## src/rtl/agex_muldiv_ctrl_pkg.sv

```systemverilog
// Shared types and constants for the AGEX-side iterative RV32M multiply/divide unit.
package agex_muldiv_ctrl_pkg;

    localparam int unsigned DBITS     = 32;
    localparam int unsigned PBITS     = 2 * DBITS;
    localparam int unsigned REGNOBITS = 5;
    localparam int unsigned CNTBITS   = 6;
    localparam int unsigned OPBITS    = 3;

    typedef enum logic [OPBITS-1:0] {
        OP_MUL    = 3'd0,
        OP_MULH   = 3'd1,
        OP_MULHSU = 3'd2,
        OP_MULHU  = 3'd3,
        OP_DIV    = 3'd4,
        OP_DIVU   = 3'd5,
        OP_REM    = 3'd6,
        OP_REMU   = 3'd7
    } muldiv_op_e;

    typedef enum logic [1:0] {
        ST_IDLE = 2'd0,
        ST_CALC = 2'd1,
        ST_DONE = 2'd2
    } muldiv_state_e;

    localparam logic [DBITS-1:0] DIV_ZERO_Q = {DBITS{1'b1}};
    localparam logic [DBITS-1:0] DIV_OVF_Q  = {1'b1, {(DBITS-1){1'b0}}};

    function automatic logic op_a_signed(input muldiv_op_e op);
        return (op == OP_MULH) || (op == OP_MULHSU) || (op == OP_DIV) || (op == OP_REM);
    endfunction

    function automatic logic op_b_signed(input muldiv_op_e op);
        return (op == OP_MULH) || (op == OP_DIV) || (op == OP_REM);
    endfunction

    function automatic logic op_is_div(input muldiv_op_e op);
        return (op == OP_DIV) || (op == OP_DIVU) || (op == OP_REM) || (op == OP_REMU);
    endfunction

endpackage

```

## src/rtl/agex_muldiv_ctrl_if.sv

```systemverilog
// Request/response handshake bundle between AGEX and the multiply/divide unit.
interface agex_muldiv_ctrl_if;
    import agex_muldiv_ctrl_pkg::*;

    logic                 req_valid;
    logic                 req_ready;
    logic [OPBITS-1:0]    req_op;
    logic [DBITS-1:0]     req_a;
    logic [DBITS-1:0]     req_b;
    logic [REGNOBITS-1:0] req_wregno;
    logic                 resp_valid;
    logic                 resp_ready;
    logic [DBITS-1:0]     resp_result;
    logic [REGNOBITS-1:0] resp_wregno;

    modport master (
        output req_valid, req_op, req_a, req_b, req_wregno, resp_ready,
        input  req_ready, resp_valid, resp_result, resp_wregno
    );

    modport slave (
        input  req_valid, req_op, req_a, req_b, req_wregno, resp_ready,
        output req_ready, resp_valid, resp_result, resp_wregno
    );
endinterface

```

## src/rtl/agex_muldiv_ctrl_iter_dp.sv

```systemverilog
// Iterative datapath: shift-add multiply and restoring divide on operand magnitudes,
// one add/subtract per step, sign fix-up and word select on the final step.
module muldiv_iter_dp
    import agex_muldiv_ctrl_pkg::*;
(
    input  logic             clk,
    input  logic             reset,
    input  logic             i_load,
    input  logic             i_step,
    input  logic             i_finish,
    input  muldiv_op_e       i_op,
    input  logic [DBITS-1:0] i_a,
    input  logic [DBITS-1:0] i_b,
    input  logic             i_special,
    input  logic [DBITS-1:0] i_special_val,
    output logic [DBITS-1:0] o_result
);

    // r_hi: product high half / partial remainder; r_lo: multiplier / quotient bits
    logic [DBITS:0]   r_hi;
    logic [DBITS-1:0] r_lo, r_b, r_result;
    muldiv_op_e       r_op;
    logic             r_sign_a, r_sign_b;

    logic             w_sign_a, w_sign_b, w_is_div, w_borrow;
    logic [DBITS-1:0] w_mag_a, w_mag_b, w_lo_nxt, w_quo_s, w_rem_s, w_final;
    logic [DBITS:0]   w_shift, w_addsub, w_mhi, w_hi_nxt;
    logic [PBITS-1:0] w_prod, w_prod_s;

    assign w_sign_a = i_a[DBITS-1] & op_a_signed(i_op);
    assign w_sign_b = i_b[DBITS-1] & op_b_signed(i_op);
    assign w_mag_a  = w_sign_a ? (~i_a + DBITS'(1)) : i_a;
    assign w_mag_b  = w_sign_b ? (~i_b + DBITS'(1)) : i_b;

    assign w_is_div = op_is_div(r_op);
    assign w_shift  = {r_hi[DBITS-1:0], r_lo[DBITS-1]};
    assign w_addsub = w_is_div ? (w_shift - {1'b0, r_b}) : (r_hi + {1'b0, r_b});
    assign w_borrow = w_addsub[DBITS];
    assign w_mhi    = r_lo[0] ? w_addsub : r_hi;

    always_comb begin
        w_hi_nxt = {1'b0, w_mhi[DBITS:1]};
        w_lo_nxt = {w_mhi[0], r_lo[DBITS-1:1]};
        if (w_is_div) begin
            w_hi_nxt = w_borrow ? w_shift : w_addsub;
            w_lo_nxt = {r_lo[DBITS-2:0], ~w_borrow};
        end
    end

    assign w_prod   = {w_hi_nxt[DBITS-1:0], w_lo_nxt};
    assign w_prod_s = (r_sign_a ^ r_sign_b) ? (~w_prod + PBITS'(1)) : w_prod;
    assign w_quo_s  = (r_sign_a ^ r_sign_b) ? (~w_lo_nxt + DBITS'(1)) : w_lo_nxt;
    assign w_rem_s  = r_sign_a ? (~w_hi_nxt[DBITS-1:0] + DBITS'(1)) : w_hi_nxt[DBITS-1:0];

    always_comb begin
        w_final = w_rem_s;
        case (r_op)
            OP_MUL:                        w_final = w_prod_s[DBITS-1:0];
            OP_MULH, OP_MULHSU, OP_MULHU:  w_final = w_prod_s[PBITS-1:DBITS];
            OP_DIV, OP_DIVU:               w_final = w_quo_s;
            default:                       w_final = w_rem_s;
        endcase
    end

    always_ff @(posedge clk or negedge reset) begin
        if (!reset) begin
            r_hi     <= '0;
            r_lo     <= '0;
            r_b      <= '0;
            r_op     <= OP_MUL;
            r_sign_a <= 1'b0;
            r_sign_b <= 1'b0;
            r_result <= '0;
        end else if (i_load) begin
            r_hi     <= '0;
            r_lo     <= w_mag_a;
            r_b      <= w_mag_b;
            r_op     <= i_op;
            r_sign_a <= w_sign_a;
            r_sign_b <= w_sign_b;
            if (i_special) r_result <= i_special_val;
        end else if (i_step) begin
            r_hi <= w_hi_nxt;
            r_lo <= w_lo_nxt;
            if (i_finish) r_result <= w_final;
        end
    end

    assign o_result = r_result;

endmodule

```

## src/rtl/agex_muldiv_ctrl.sv

```systemverilog
// RV32M sequencing controller: accepts one op at a time, runs the iterative datapath,
// holds the result until taken, and aborts on flush.
module agex_muldiv_ctrl
    import agex_muldiv_ctrl_pkg::*;
(
    input  logic                     clk,
    input  logic                     reset,
    input  logic                     flush,
    output logic                     busy,
    agex_muldiv_ctrl_if.slave        bus
);

    muldiv_state_e        r_state, w_state_nxt;
    logic [CNTBITS-1:0]   r_cnt;
    logic [REGNOBITS-1:0] r_wregno;
    logic                 r_req_ready, r_busy, r_resp_valid;
    logic                 w_accept, w_load, w_step, w_finish;
    logic                 w_b_zero, w_ovf, w_special;
    logic [DBITS-1:0]     w_special_val, w_result;
    muldiv_op_e           w_op;

    assign w_op     = muldiv_op_e'(bus.req_op);
    assign w_accept = bus.req_valid && (r_state == ST_IDLE) && !flush;

    // Divide-by-zero and signed overflow finish without iterating
    assign w_b_zero  = (bus.req_b == '0);
    assign w_ovf     = !bus.req_op[0] && (bus.req_a == DIV_OVF_Q) && (bus.req_b == DIV_ZERO_Q);
    assign w_special = op_is_div(w_op) && (w_b_zero || w_ovf);

    always_comb begin
        w_special_val = '0;
        if (w_b_zero) w_special_val = bus.req_op[1] ? bus.req_a : DIV_ZERO_Q;
        else          w_special_val = bus.req_op[1] ? '0 : DIV_OVF_Q;
    end

    always_comb begin
        w_state_nxt = r_state;
        w_load      = 1'b0;
        w_step      = 1'b0;
        w_finish    = 1'b0;
        case (r_state)
            ST_IDLE: begin
                if (w_accept) begin
                    w_load      = 1'b1;
                    w_state_nxt = w_special ? ST_DONE : ST_CALC;
                end
            end
            ST_CALC: begin
                w_step = 1'b1;
                if (r_cnt == CNTBITS'(DBITS - 1)) begin
                    w_finish    = 1'b1;
                    w_state_nxt = ST_DONE;
                end
            end
            ST_DONE: begin
                if (bus.resp_ready) w_state_nxt = ST_IDLE;
            end
            default: w_state_nxt = ST_IDLE;
        endcase
        if (flush) begin
            w_state_nxt = ST_IDLE;
            w_step      = 1'b0;
            w_finish    = 1'b0;
        end
    end

    always_ff @(posedge clk or negedge reset) begin
        if (!reset) begin
            r_state      <= ST_IDLE;
            r_req_ready  <= 1'b1;
            r_busy       <= 1'b0;
            r_resp_valid <= 1'b0;
        end else begin
            r_state      <= w_state_nxt;
            r_req_ready  <= (w_state_nxt == ST_IDLE);
            r_busy       <= (w_state_nxt != ST_IDLE);
            r_resp_valid <= (w_state_nxt == ST_DONE);
        end
    end

    always_ff @(posedge clk or negedge reset) begin
        if (!reset) begin
            r_cnt    <= '0;
            r_wregno <= '0;
        end else if (w_load) begin
            r_cnt    <= '0;
            r_wregno <= bus.req_wregno;
        end else if (w_step) begin
            r_cnt <= r_cnt + CNTBITS'(1);
        end
    end

    muldiv_iter_dp u_dp (
        .clk           (clk),
        .reset         (reset),
        .i_load        (w_load),
        .i_step        (w_step),
        .i_finish      (w_finish),
        .i_op          (w_op),
        .i_a           (bus.req_a),
        .i_b           (bus.req_b),
        .i_special     (w_special),
        .i_special_val (w_special_val),
        .o_result      (w_result)
    );

    assign bus.req_ready   = r_req_ready;
    assign bus.resp_valid  = r_resp_valid;
    assign bus.resp_result = w_result;
    assign bus.resp_wregno = r_wregno;
    assign busy            = r_busy;

endmodule

```

## src/flat_wrapper.sv

```systemverilog
// flat-port wrapper written by rule: the top's interface ports become plain ports
module agex_muldiv_ctrl_flat import agex_muldiv_ctrl_pkg::*;
  (clk, reset, flush, busy, bus_req_valid, bus_req_op, bus_req_a, bus_req_b, bus_req_wregno, bus_resp_ready, bus_req_ready, bus_resp_valid, bus_resp_result, bus_resp_wregno);
  agex_muldiv_ctrl_if bus_i ();
  input  logic clk;
  input  logic reset;
  input  logic flush;
  output logic busy;
  input wire logic [$bits(bus_i.req_valid)-1:0] bus_req_valid;
  input wire logic [$bits(bus_i.req_op)-1:0] bus_req_op;
  input wire logic [$bits(bus_i.req_a)-1:0] bus_req_a;
  input wire logic [$bits(bus_i.req_b)-1:0] bus_req_b;
  input wire logic [$bits(bus_i.req_wregno)-1:0] bus_req_wregno;
  input wire logic [$bits(bus_i.resp_ready)-1:0] bus_resp_ready;
  output wire logic [$bits(bus_i.req_ready)-1:0] bus_req_ready;
  output wire logic [$bits(bus_i.resp_valid)-1:0] bus_resp_valid;
  output wire logic [$bits(bus_i.resp_result)-1:0] bus_resp_result;
  output wire logic [$bits(bus_i.resp_wregno)-1:0] bus_resp_wregno;
  assign bus_i.req_valid = bus_req_valid;
  assign bus_i.req_op = bus_req_op;
  assign bus_i.req_a = bus_req_a;
  assign bus_i.req_b = bus_req_b;
  assign bus_i.req_wregno = bus_req_wregno;
  assign bus_i.resp_ready = bus_resp_ready;
  assign bus_req_ready = bus_i.req_ready;
  assign bus_resp_valid = bus_i.resp_valid;
  assign bus_resp_result = bus_i.resp_result;
  assign bus_resp_wregno = bus_i.resp_wregno;
  agex_muldiv_ctrl u_core (.clk(clk), .reset(reset), .flush(flush), .busy(busy), .bus(bus_i));
endmodule
```

## config.mk

```make
export PLATFORM = sky130hd
export DESIGN_NAME = agex_muldiv_ctrl_flat
export DESIGN_NICKNAME = d
export VERILOG_FILES = /design/src/rtl/agex_muldiv_ctrl_pkg.sv /design/src/rtl/agex_muldiv_ctrl_if.sv /design/src/rtl/agex_muldiv_ctrl_iter_dp.sv /design/src/rtl/agex_muldiv_ctrl.sv /design/src/flat_wrapper.sv
export SDC_FILE = /design/constraint.sdc
export NUM_CORES = 1
export LEC_CHECK = 0
export CORE_MARGIN = 5
export CORE_UTILIZATION = 30
export DETAILED_ROUTE_END_ITERATION = 6
export SETUP_SLACK_MARGIN = 0.4
export SLEW_MARGIN = 20
export SYNTH_ARGS = -nofsm -noshare
export SYNTH_HDL_FRONTEND = slang
export SYNTH_SLANG_ARGS = --single-unit
```

## constraint.sdc

```tcl
create_clock -name clk -period 5.1 [get_ports clk]
set_input_delay 1.02 -clock clk [delete_from_list [all_inputs] [get_ports clk]]
set_output_delay 1.02 -clock clk [all_outputs]
set_load 0.01 [all_outputs]
```

==> metrics.md <==
| Metric | Value |
|---|---|
| Yosys top cell by area | `dfrtp_1` |
| Syn-to-layout area delta | `29.9%` |
| Core area | `0.0541 mm^2` |
| Synth Flop Type | `dfrtp_1` |
| Syn. warnings | `0` |
| Share of the synthesized area in the top cell type | `22.6%` |
| Yosys reg bits | `150` |
| Max Buffers Root-to-Sink | `2` |
| Max stage delay cell, worst path | `fa_2` |
| Crit path cell chain | `buf_4, ha_4, fa_2, nand2b_4, a21oi_4, o211ai_4, a211oi_4, o21a_1, nor2_4, nor2_4, ha_4, o21ai_4, a2111oi_4, o211ai_1, nor3_2, nand2_2, buf_12, buf_8, o41ai_4, xnor2_1, a221oi_2, o21ai_1` |
| Crit Path Class | `reg -> reg` |
| Synthesized area | `0.0165 mm^2` |
| Setup slack, reg-to-reg | `340 ps` |
| Reg2reg path depth | `22` |
| Detail Placement HPWL | `60.7 mm` |
| Initial antenna violation count | `2` |
| Post-synthesis xor/xnor area fraction | `8.03%` |
| Port buffer count | `116` |
| CP top delay family | `compound AO/OA/AOI/OAI gates` |
| FP Rows | `85` |
| Mux cell area share after synthesis | `3.34%` |
| Final ANT Viol Nets | `0` |
| Synth async-reset ratio | `100%` |
| Layout Nets | `2596` |
| Worst min-delay path class | `reg -> reg` |
| Most common cell in the netlist | `nand2_1` |
| Worst Hold End | `u_core.bus.resp_wregno[2]` |
| Run status | `completed` |
| Worst Path Max Fanout | `6` |
| Main combinational cell family by area after synthesis | `compound AO/OA/AOI/OAI gates` |
| 1st-pass router iterations | `7` |
| RePlAce Congestion | `1.04` |
| Synthesized instance count | `2203` |
| Die Ht | `244 um` |
| Arrival @ worst endpoint | `5120 ps` |
| Synth Area per Inst | `7.47 um^2` |
| Critical Path RT | `5450 ps` |
| Synth cell types | `109` |
| Max stage delay on crit path | `390 ps` |
| Seq/Total Area, Yosys | `22.8%` |
| CP Capture Type | `flop` |
| Clock skew | `14.1 ps` |
| Vias in the first global route | `18.0k` |
| Fin crit share | `93.4%` |
| Hold path cells | `2` |
| Synth top cells by count | `nand2_1 (281), o21ai_0 (245), a21oi_1 (169), nor2_1 (159), dfrtp_1 (149)` |
| R2R Path Start | `u_core.u_dp.r_b[0]` |
| First-pass GRT wire length | `116 mm` |
| Die width | `244 um` |
| Hold path start | `u_core.bus.resp_wregno[2]` |
| Layout cells sized above 1 | `19.9%` |
| I/O pin count | `117` |
| Drt via density | `6.11` |
| Compound-Gate Fraction of Synth Area | `32.4%` |
| Total CTS buffers | `17` |
| CTS H-tree lvls | `4` |
| Clock slew at reported path FFs | `70 ps` |
| Critical Path Start Type | `flop` |
| Initial DRC Count | `2407` |
| Max cap viols | `0` |
| P per Cell Area | `435 mW/mm^2` |
| Simple-Gate Fraction of Synth Area | `22.4%` |
| Setup TNS | `0 ps` |
| Final setup vio count | `0` |
| EDFF count, synth | `0` |
| Post-layout util | `39.5%` |
| Clock Sinks | `150` |
| TritonCTS clock tree | `built` |
| Initial Util | `30.4%` |
| Hold Fails Final Rpt | `0` |
| Worst-margin pin slew | `1100 ps` |
| Gr usage total | `25.0%` |
| Slew HR | `26.5%` |
| Final worst path period need | `4760 ps` |
| Leakage | `8.41 nW` |
| Cts hold-fix bufs | `0` |
| Fmax | `210 MHz` |
| VDD IR max | `303 uV` |
| Total grt overflow | `0` |
| # DRC | `0` |
| RR Endpoint | `u_core.u_dp.o_result[24]` |
| Pin count of the biggest net entering global routing | `97` |
| Vias | `19.3k` |
| Die area | `0.0597 mm^2` |
| Antenna Cells | `0` |
| Fin. max-slew vios | `0` |
| Routed WL | `78.3 mm` |
| Largest cells by area after synthesis | `dfrtp_1 (23%), o21ai_0 (7.4%), nand2_1 (6.4%)` |
| Syn Nets | `2352` |
| Clock Latency Late Sink | `480 ps` |
| Routed len/inst | `24.8 um` |
| Unrepaired setup endpoints after global routing | `yes` |
| Adder-cell share of the synthesized area | `5.56%` |
| CP Buf/Inv Count | `3` |
| CTS root buf | `clkbuf_16` |
## per-layer routing
layer	up-vias	GRT usage (%)	share of wire (%)	wire, um
met2	1011	38.4	44	34400
li1	8664	-	-	-
met4	2	8.68	3.5	2750
met1	9445	34.9	44	34100
met5	-	0	0.026	20
met3	162	5.43	9.1	7090
## sequential cells by signal, summed over array words and instances, names as in the netlist
name	cells
u_core.u_dp.r_hi	33
u_core.u_dp.o_result	32
u_core.u_dp.r_b	32
u_core.u_dp.r_lo	32
u_core.r_cnt	6
u_core.bus.resp_wregno	5
u_core.u_dp.r_op	3
u_core.r_state	2
u_core.bus.req_ready	1
u_core.bus.resp_valid	1
u_core.busy	1
u_core.u_dp.r_sign_a	1
u_core.u_dp.r_sign_b	1
## repair_timing
item                                    4_1_cts  5_1_grt
pin swaps                                    25       54
endpoints found under the setup margin       31       32
resized for setup                            60      120
setup buffers                                17       19
## logic make-up (layout without fill, tap and decap cells)
logic type	after synthesis	in the layout
AO/OA/AOI/OAI	801	801
XOR/XNOR	151	151
buffers and inverters	211	468
AND/OR/NAND/NOR	764	764
flip-flops	150	150
multiplexers	54	54
adder cells (fa/ha/maj)	72	72
## metrics by stage
step	cell area [um^2]	power (W)	std cells	setup WS, ps	hold WS (ps)
after floorplan	16500	0.00497	2203	415	470
after global placement	19600	0.00721	3088	-371	458
after detailed placement	19600	0.00723	3088	-383	464
after CTS	20600	0.00878	3137	344	479
after global routing	21400	0.00975	3156	166	518
final	21400	0.00930	3156	336	474
## how the worst max path moves through the flow
stage | startpoint | endpoint | slack [ps] | cells after the start
4_1_cts | u_core.u_dp.r_b[0] | u_core.u_dp.o_result[24] | 340 | 22
3_5_place_dp | u_core.u_dp.r_hi[17] | u_core.u_dp.o_result[2] | -380 | 21
6_report | u_core.u_dp.r_b[0] | u_core.u_dp.o_result[24] | 340 | 22
2_1_floorplan | u_core.u_dp.r_lo[31] | u_core.u_dp.o_result[26] | 410 | 23
3_3_place_gp | u_core.u_dp.r_hi[17] | u_core.u_dp.o_result[2] | -370 | 21
5_1_grt | u_core.u_dp.r_hi[21] | u_core.u_dp.o_result[24] | 170 | 20
## worst reg2reg max path, stage by stage, from the launching register on
cell	delay [ps]
dfrtp_1	380
buf_4	150
ha_4	160
fa_2	390
nand2b_4	190
a21oi_4	190
o211ai_4	130
a211oi_4	280
o21a_1	230
nor2_4	60
nor2_4	130
ha_4	170
o21ai_4	70
a2111oi_4	380
o211ai_1	220
nor3_2	270
nand2_2	160
buf_12	190
buf_8	130
o41ai_4	290
xnor2_1	130
a221oi_2	280
o21ai_1	80
## placed cells by master, fill, tap and decap left out, types with 10 or more instances in the layout
master and n:
nand3_1 37, a211oi_1 24, nor2_1 154, nand2_1 277, o21a_1 14, a22o_1 20, a21oi_2 18, nand4_1 36
or4_1 10, nor2b_1 18, or2_2 11, xnor2_1 84, or3_1 30, o31ai_1 24, and3_1 12, o22ai_1 10
inv_1 67, nor4_1 19, a21o_1 18, and2_1 12, o211ai_1 48, ha_1 44, dfrtp_1 139, xor2_1 66
nor3_1 54, nand2b_1 19, clkbuf_16 17, clkdlybuf4s50_1 115, ha_4 18, o21ai_1 23, buf_4 238, mux2i_1 47
a31oi_1 34, a21oi_1 153, o21ai_0 230
## where the power goes
| group | internal, W | switching, W |
|---|---|---|
| clock | 0.000698 | 0.000632 |
| sequential | 0.00137 | 0.000273 |
| combinational | 0.00250 | 0.00382 |
| total | 0.00457 | 0.00473 |
## final cells by class
cell class | instances | area (um^2)
clock buffers | 18 | 439
flip-flops and latches | 150 | 3770
multi-input cells | 1842 | 12700
clock inverters | 14 | 139
inverters | 69 | 259
well taps | 696 | 871
repair buffers | 367 | 3160
fillers | 5547 | 32700
(Power assumes the default switching activity.)
